## config.mk

```make
export PLATFORM = sky130hd
export DESIGN_NAME = ibus_fetch_responder
export DESIGN_NICKNAME = d
export VERILOG_FILES = /design/src/rtl/ibus_fetch_responder_pkg.sv /design/src/rtl/fetch_line_buf.sv /design/src/rtl/ibus_fetch_responder.sv
export SDC_FILE = /design/constraint.sdc
export NUM_CORES = 1
export LEC_CHECK = 0
export ABC_AREA = 1
export BUFFER_PORTS_ARGS = -buffer_cell sky130_fd_sc_hd__buf_2
export CAP_MARGIN = 20
export CORE_MARGIN = 2
export CORE_UTILIZATION = 60
export CTS_BUF_LIST = sky130_fd_sc_hd__clkbuf_4
export CTS_CLUSTER_SIZE = 14
export DETAILED_ROUTE_END_ITERATION = 8
export PLACE_DENSITY = 0.85
export SYNTH_ARGS = -nofsm -noshare
export SYNTH_HDL_FRONTEND = slang
export SYNTH_SLANG_ARGS = --single-unit
```

## constraint.sdc

```tcl
create_clock -name clk -period 5.8 [get_ports clk]
set_input_delay 0.58 -clock clk [delete_from_list [all_inputs] [get_ports clk]]
set_output_delay 0.58 -clock clk [all_outputs]
set_load 0.01 [all_outputs]
```

## src/rtl/ibus_fetch_responder_pkg.sv

```systemverilog
// Shared bus types and constants for the instruction-fetch responder.
package ibus_fetch_responder_pkg;

  typedef struct packed {
    logic        valid;
    logic [63:0] addr;
  } ibus_req_t;

  typedef struct packed {
    logic        addr_ok;
    logic        data_ok;
    logic [31:0] data;
  } ibus_resp_t;

  typedef struct packed {
    logic        valid;
    logic        is_write;
    logic [63:0] addr;
    logic [2:0]  size;
    logic [7:0]  len;
    logic [1:0]  burst;
    logic [7:0]  strobe;
  } cbus_req_t;

  typedef struct packed {
    logic        ready;
    logic        last;
    logic [63:0] data;
  } cbus_resp_t;

  localparam logic [1:0] AXI_BURST_INCR = 2'b01;
  localparam logic [2:0] MSIZE8         = 3'b011;

  typedef enum logic [1:0] {IDLE, RESP, REFILL} fetch_state_t;

endpackage

```

## src/rtl/fetch_line_buf.sv

```systemverilog
// Single-line fetch buffer: beat storage, line tag and valid bit, 32-bit word read mux.
module fetch_line_buf #(
  parameter int unsigned LINE_BEATS = 4,
  parameter int unsigned TAG_W      = 59,
  parameter int unsigned IDX_W      = $clog2(LINE_BEATS)
) (
  input  logic             clk,
  input  logic             rst_n,
  input  logic             tag_load,
  input  logic [TAG_W-1:0] tag_in,
  input  logic             valid_clr,
  input  logic             valid_set,
  input  logic             beat_we,
  input  logic [IDX_W-1:0] beat_widx,
  input  logic [63:0]      beat_wdata,
  input  logic [IDX_W-1:0] rd_idx,
  input  logic             rd_sel,
  output logic [31:0]      rd_word,
  output logic [TAG_W-1:0] line_tag,
  output logic             line_valid
);

  logic [63:0] beats [LINE_BEATS];

  always_ff @(posedge clk or negedge rst_n) begin
    if (!rst_n) begin
      line_tag   <= '0;
      line_valid <= 1'b0;
    end else begin
      if (tag_load) line_tag <= tag_in;
      if (valid_clr) begin
        line_valid <= 1'b0;
      end else if (valid_set) begin
        line_valid <= 1'b1;
      end
    end
  end

  // Data storage needs no reset: it is only read once line_valid is set.
  always_ff @(posedge clk) begin
    if (beat_we) beats[beat_widx] <= beat_wdata;
  end

  always_comb begin
    rd_word = rd_sel ? beats[rd_idx][63:32] : beats[rd_idx][31:0];
  end

endmodule

```

## src/rtl/ibus_fetch_responder.sv

```systemverilog
// Instruction-bus responder: serves 32-bit fetches from a one-line buffer, refilling via cbus bursts.
module ibus_fetch_responder
  import ibus_fetch_responder_pkg::*;
#(
  parameter int unsigned LINE_BEATS = 4
) (
  input  logic       clk,
  input  logic       rst_n,
  input  ibus_req_t  ireq,
  output ibus_resp_t iresp,
  output cbus_req_t  creq,
  input  cbus_resp_t cresp,
  input  logic       flush,
  output logic       busy
);

  localparam int unsigned OFFS  = $clog2(LINE_BEATS * 8);
  localparam int unsigned TAG_W = 64 - OFFS;
  localparam int unsigned IDX_W = $clog2(LINE_BEATS);

  fetch_state_t     state_q, state_d;
  logic [IDX_W-1:0] beat_cnt_q, beat_cnt_d;
  logic             flush_pend_q, flush_pend_d;
  logic [31:0]      resp_data_q, resp_data_d;

  logic             tag_load, valid_clr, valid_set, beat_we;
  logic [TAG_W-1:0] line_tag;
  logic             line_valid;
  logic [31:0]      rd_word;
  logic             hit;

  logic [TAG_W-1:0] req_tag;
  logic [IDX_W-1:0] req_idx;
  logic             req_sel;
  logic             unused_addr;

  assign req_tag     = ireq.addr[63:OFFS];
  assign req_idx     = ireq.addr[OFFS-1:3];
  assign req_sel     = ireq.addr[2];
  assign unused_addr = ^ireq.addr[1:0];

  assign hit = line_valid & ~flush & (req_tag == line_tag);

  fetch_line_buf #(
    .LINE_BEATS(LINE_BEATS),
    .TAG_W     (TAG_W),
    .IDX_W     (IDX_W)
  ) u_line_buf (
    .clk       (clk),
    .rst_n     (rst_n),
    .tag_load  (tag_load),
    .tag_in    (req_tag),
    .valid_clr (valid_clr),
    .valid_set (valid_set),
    .beat_we   (beat_we),
    .beat_widx (beat_cnt_q),
    .beat_wdata(cresp.data),
    .rd_idx    (req_idx),
    .rd_sel    (req_sel),
    .rd_word   (rd_word),
    .line_tag  (line_tag),
    .line_valid(line_valid)
  );

  always_comb begin
    state_d      = state_q;
    beat_cnt_d   = beat_cnt_q;
    flush_pend_d = flush_pend_q;
    resp_data_d  = resp_data_q;
    tag_load     = 1'b0;
    valid_clr    = 1'b0;
    valid_set    = 1'b0;
    beat_we      = 1'b0;
    unique case (state_q)
      IDLE: begin
        valid_clr = flush;
        if (ireq.valid) begin
          if (hit) begin
            state_d     = RESP;
            resp_data_d = rd_word;
          end else begin
            // The line is overwritten beat by beat, so it must stop hitting now.
            state_d      = REFILL;
            tag_load     = 1'b1;
            valid_clr    = 1'b1;
            beat_cnt_d   = '0;
            flush_pend_d = 1'b0;
          end
        end
      end
      RESP: begin
        valid_clr = flush;
        state_d   = IDLE;
      end
      REFILL: begin
        if (flush) flush_pend_d = 1'b1;
        if (cresp.ready) begin
          beat_we    = 1'b1;
          beat_cnt_d = beat_cnt_q + IDX_W'(1);
          if (cresp.last) begin
            state_d      = IDLE;
            flush_pend_d = 1'b0;
            valid_set    = ~flush_pend_q & ~flush;
          end
        end
      end
      default: state_d = IDLE;
    endcase
  end

  always_ff @(posedge clk or negedge rst_n) begin
    if (!rst_n) begin
      state_q      <= IDLE;
      beat_cnt_q   <= '0;
      flush_pend_q <= 1'b0;
      resp_data_q  <= '0;
    end else begin
      state_q      <= state_d;
      beat_cnt_q   <= beat_cnt_d;
      flush_pend_q <= flush_pend_d;
      resp_data_q  <= resp_data_d;
    end
  end

  always_comb begin
    iresp.addr_ok = (state_q == RESP);
    iresp.data_ok = (state_q == RESP);
    iresp.data    = resp_data_q;
    // Request fields derive only from the latched tag, so they hold for the whole burst.
    creq.valid    = (state_q == REFILL);
    creq.is_write = 1'b0;
    creq.addr     = {line_tag, {OFFS{1'b0}}};
    creq.size     = MSIZE8;
    creq.len      = 8'(LINE_BEATS - 1);
    creq.burst    = AXI_BURST_INCR;
    creq.strobe   = '0;
    busy          = (state_q == REFILL);
  end

endmodule

```

# [After elaboration in Yosys (flattened, before gate mapping)]
# Memory sizes are Yosys's and may differ from the RTL's.
# Cells that the tools add are included.
# W data, S select, Z words.
[op_classes] n_div=0 reduce_logical=7 muxes=31 n_shift=0 n_eq_ne=7 bitwise_logic=5 magnitude_cmp=0 addsub=1 multipliers=0
[op_table] cell="$eq A59 B59 Y1" count=1
[op_table] cell="$mux W32" count=1
[op_table] cell="$mux W1" count=19
[op_table] cell="$mux W2" count=7
[op_table] cell="$reduce_and A3 Y1" count=3
[op_table] cell="$ne A2 B2 Y1 const B" count=4
[op_table] cell="$pmux W2 S2" count=2
[op_table] cell="$pmux W1 S2" count=2
[op_table] cell="$reduce_and A4 Y1" count=1
[op_table] cell="$reduce_bool A2 Y1" count=2
[op_table] cell="$and A1 B1 Y1" count=3
[op_table] cell="$add A2 B1 Y2 const B" count=1
[op_table] cell="$eq A2 B1 Y1 const B" count=1
[op_table] cell="$eq A2 B2 Y1 const B" count=1
[op_table] cell="$logic_not A2 Y1" count=1
[op_table] cell="$not A1 Y1" count=2
[word_totals] romBits=0 latchBits=0 inputBits=134 wordCells=58 out_inout_bits=122 ram_bits=256 regBits=97 memories=1
[memory_table] name="u_line_buf.beats" words=4 word_bits=64 rd=1 rd_ports_with_merged_regs=0 wr=1 line="fetch_line_buf.sv:23" rtl="logic [63:0] beats [LINE_BEATS];"

# [Longest topological paths before layout]
[depth] word_depth=7 ltp_mapped=15

# [Modules after synthesis]
# A second synthesis with hierarchy kept.
[hier_totals] cells_unflattened=1745 area_unflattened_um2=16331.9
[modules_own_cells] module="fetch_line_buf" cells_per_inst=1242 instances=1 seq_area_each_um2=9188.8 area_each_um2=13424.1
[modules_own_cells] module="ibus_fetch_responder" cells_per_inst=503 instances=1 seq_area_each_um2=925.9 area_each_um2=2907.8

# [Worst setup path before layout]
# Ideal clock, no wire load.
[synth_path] path_type="flip-flop to flip-flop" startpoint="register state_q[0]" endpoint="memory u_line_buf.beats[0][0], enable pin" path_slack_ns=1.708 path_stages_with_launch=4 arrival_time_ns=3.606 n_path_buf=0 required_time_ns=5.313 synth_period_minus_slack_ns=4.092 path_cell_list="dfrtp_1 -> nor2_1 -> nand2_1 -> nor2_1"
[synth_between] elab_chain_len=4
[synth_lines] item="start: declaration" line="ibus_fetch_responder.sv:21" rtl="fetch_state_t state_q, state_d;"
[synth_lines] item="start signal: assignment" line="ibus_fetch_responder.sv:118" rtl="state_q <= state_d;"
[synth_lines] item="$eq A2 B2 Y1"
[synth_lines] item="via busy" line="ibus_fetch_responder.sv:14" rtl="output logic busy"
[synth_lines] item="$mux W1" line="ibus_fetch_responder.sv:74" rtl="unique case (state_q)"
[synth_lines] item="$mux W1" line="fetch_line_buf.sv:41" rtl="if (beat_we) beats[beat_widx] <= beat_wdata;"
[synth_lines] item="$mux W1 (not written as such)" line="fetch_line_buf.sv:41"
[synth_lines] item="end: declaration" line="fetch_line_buf.sv:23"
# The timed path passes the listed nets, and every way through them passes these cells.

# [Worst setup path after layout]
[layout_path] startpoint="register u_line_buf.line_tag[27]" endpoint="register state_q[1]"
[layout_between] elab_chain_len=5
[layout_lines] item="start: declaration" line="fetch_line_buf.sv:19" rtl="output logic [TAG_W-1:0] line_tag,"
[layout_lines] item="start signal: assignment" line="fetch_line_buf.sv:30" rtl="if (tag_load) line_tag <= tag_in;"
[layout_lines] item="$eq A59 B59 Y1" line="ibus_fetch_responder.sv:42" rtl="assign hit = line_valid & ~flush & (req_tag == line_tag);"
[layout_lines] item="$and A1 B1 Y1" line="ibus_fetch_responder.sv:42"
[layout_lines] item="$mux W2" line="ibus_fetch_responder.sv:78" rtl="if (hit) begin"
[layout_lines] item="$mux W2" line="ibus_fetch_responder.sv:77" rtl="if (ireq.valid) begin"
[layout_lines] item="$pmux W2 S2" line="ibus_fetch_responder.sv:74"
# Every way passes these cells. The select of a mux whose other input is x is not followed.
# A chain may end at the register's enable or synchronous reset.

==> summary by stage <==
Worst setup path
The startpoint of the worst-slack reg-to-reg timing path is u_line_buf.line_tag[27]. The start point of the critical path is u_line_buf.line_tag[27]. The data required time at the worst endpoint is 6.37 ns. The worst setup path is of the reg2reg kind. In this run the worst path has a maximum fanout of 91.

STA classifies the critical path startpoint as a flip-flop. The endpoint arrival time on the critical path is 3.55 ns. The worst setup path is captured at a flip-flop.

STA
The worst path meets setup with 2.822 ns of slack. The portion of the clock cycle consumed by the worst path in the final layout is 0.5135. The headroom to the max-slew limit is 0.2989. For the pin with the worst max-slew slack, the measured transition is 1.052 ns. The final-layout setup total negative slack is 0 ns. The final-report setup violation count is 0. Setup repair after global routing left no endpoint under its margin. The highest achievable clock rate is 335.8 MHz. The tightest hold path in the finished design has a slack of 0.08131 ns.

The post-layout minimum cycle time is 2.978 ns. The max-slew violation count is 0. The final-report hold violation count is 0.

The final setup skew is 0.05691 ns.

Clocking
The number of buffers inserted during clock tree synthesis is 88. Post-CTS repair changed the size of 0 cells. Clock latency on the worst-skew pair, taken at its later pin, is 0.70 ns.

Counting every sink on the clock net gives 353. The CTS tree is yes. The H-tree was split into 3 levels. Once the clock tree was built, the setup fixing pass inserted 0 buffers. After clock tree synthesis, the clock-pin slew on the worst setup and hold paths is 0.07 ns.

The buffer cell driving the clock tree root is clkbuf_4. The clock passes through at most 3 buffers.

Drt
In the routed design, unresolved DRC markers number 0. Once detail routing completed, the nets flagged for antenna violations numbered 0. The detailed router placed 10823 vias in this run. The count of TritonRoute iterations in the first routing pass is 7.

The routed wire length per instance is 16.98 um. The via density per instance is 5.450. The number of violations reported at the end of detailed-routing iteration 0 is 1089. The final routed wirelength across all metal layers is 33720 um.

Placed design
The post-detailed-placement half-perimeter wirelength is 19670 um. Including well taps, the total number of placed cells is 1813. Port buffering added 226 buffers. The congestion estimate from routability-driven global placement came to 0.8674. The instance area after placement is 0.01604 sq mm. The worst setup timing slack at the placement stage is 2.557 ns.

Floorplan
The initial core utilization is 0.6096. The die width is 161.2 um. The row count is 57.

In this run the standard cell core region covers 0.02432 sq mm. The floorplan step defined a die boundary enclosing 0.02598 sq mm. 256 I/O pins were placed.

Measured along the y axis, the die boundary spans 161.2 um.

Cells and area
The final cell area excluding filler cells is 0.01732 sq mm. Compared with the post-synthesis result, the final layout area differs by 16.86%. For this run, the share of the core covered by cells in the final layout is 0.7124.

The most common cell after layout, fill and taps aside is nand2_1. The top cell types in the final layout, fill and taps aside, are nand2_1 (368), edfxtp_1 (256), buf_2 (223), clkbuf_4 (134), o21ai_0 (123). The filler-free cell count of the finished design is 1986. The post-layout net count is 1718. The fraction of final layout cells with drive strength greater than 1 is 0.2446. Counting the fill cells in the layout gives 1646.

Across the whole layout, storage elements account for 0.01011 sq mm. The multi-input combinational cell area is 0.003872 sq mm.

Logic synthesis
The netlist uses 28 different library cells. The synthesis warning total is 0. The synthesized netlist cell count is 1319. The number of enable-type register cells in the synthesized netlist is 256.

The synthesized area per cell is 11.24 sq um. The count of state elements after synthesis is 353. The area of the mapped netlist is 0.01482 sq mm. Of the total synthesized cell area, the portion taken by full adders, half adders and majority gates is 0.003376. After synthesis, the largest family of logic cells by area is simple AND/OR/NAND/NOR gates. For this run, the leading register cell type out of synthesis is edfxtp_1. After synthesis, the share of cell area in mux cells is 0.02161. The proportion of register bits with asynchronous set or reset after synthesis is 0.2748. The share of the Yosys chip area taken by registers is 0.6823. The fraction of the mapped netlist area in simple logic gates is 0.1177. The complex-gate fraction of the synthesized area is 0.1066. Of the total synthesized cell area, the portion taken by XOR and XNOR cells is 0.002954.

Pwr
The design draws 6.607 mW. The switching power of the nets is 1.894 mW. The internal portion of the total power is 4.713 mW. The analysis attributes to cell leakage a power of 7.547 nW. The fraction of power consumed by the clock network is 0.339. The total power per unit cell area is 381.4 mW/mm^2.

The worst voltage drop across the vdd grid is 267.0 uV. The share of total power dissipated in combinational logic is 0.164. The proportion of power drawn by flip-flops and latches is 0.497. The net switching fraction of the power is 0.2867.

Global routing
The wire length of the first global-routing pass is 52300 um. The routing usage on met2 is 0.4450. Entering global routing, the biggest net connects 92 pins. For met3 alone, demand over resource in global routing was 0.07601.

The number of global-route vias before repair came to 10883. The number of antenna violations at the first check in global routing is 11. The met1 track utilization from global routing is 0.2973. met2 is the most crowded layer. Global routing finished with a remaining overflow of 0. The all-layer global routing usage is 0.2598.

Worst hold path
The class of the tightest hold or removal check is in2reg. The source of the worst hold timing path is cresp[55].

Job
The count of maximum capacitance violations is 0.

Run status
The flow ran to the end, and the final reports show no timing, DRC or antenna violations.
-- worst paths after layout --
check                                           to  slack, ns  depth (start not counted)
hold / removal             u_line_buf.beats[3][55]       0.08                          1
max in group asynchronous  u_line_buf.line_tag[55]       4.03                          3
setup reg to reg                        state_q[1]       2.82                         13
setup / recovery                        state_q[1]       2.82                         13
hold reg to reg                       flush_pend_q       0.46                          2
min in group asynchronous           resp_data_q[9]       0.47                          2
-- layer usage --
| metal | routed length [um] | share of wire |
|---|---|---|
| met1 | 12790 | 0.38 |
| met2 | 16640 | 0.49 |
| met3 | 3140 | 0.093 |
| met4 | 1088 | 0.032 |
| met5 | 62 | 0.0018 |
-- logic make-up after synthesis --
group / after synthesis
compound gates: 261
flops: 353
mux: 32
other cells: 2
fa+ha+maj: 4
xor+xnor: 5
buf+inv: 206
simple gates: 456
-- power groups by stage --
stage | sequential (mW) | combinational [mW] | clock [mW]
finish | 3.28 | 1.09 | 2.24
global route | 3.31 | 1.22 | 2.43
CTS | 3.28 | 1.09 | 2.28
detailed placement | 3.32 | 1.08 | 0
global placement | 3.30 | 1.05 | 0
floorplan | 3.38 | 0.596 | 0
-- worst max-delay path, cell delays in order (launching register included) --
cell and delay [ns]:
dfrtp_1 0.40, inv_1 0.06, nand2_1 0.06, o21ai_1 0.15, nor2_1 0.13, nand2_1 0.10
nor2_1 0.12, nand2_1 0.07, nor2_2 0.17, nand2_1 0.12, nand3_2 0.07, buf_4 0.62
inv_2 0.43, or2_1 0.34
-- Yosys cell counts (all sizes together), types with 5 or more instances --
library cell,instances,area [sq um]
o21ai,163,849.6
buf,55,396.6
mux2i,32,320.3
clkbuf,37,138.9
a21oi,34,170.2
nand2,369,1385
nor2,78,297.8
o221ai,32,280.3
inv,113,424.2
dfrtp,97,2427
a32oi,32,280.3
xnor2,5,43.79
nand3,5,35.03
edfxtp,256,7687
-- what timing repair did --
item / 4_1_cts / 5_1_grt
endpoints found under the setup margin: 0 / 0
hold endpoints to repair: 38 / 0
hold buffers: 1 / 0
-- flip-flops by register name (all words and copies together), names as in the netlist --
name                   count
u_line_buf.line_valid      1
u_line_buf.line_tag       59
u_line_buf.beats         256
resp_data_q               32
state_q                    2
flush_pend_q               1
beat_cnt_q                 2
-- cell type report --
cell class	instances	area share
diodes	6	0.0008667
clock inverters	32	0.01444
multi-input cells	785	0.2235
inverters	114	0.02477
repair buffers	238	0.07107
flip-flops and latches	353	0.5839
well taps	324	0.02340
clock buffers	134	0.05807
No activity file was read; power rests on OpenSTA's default activity.
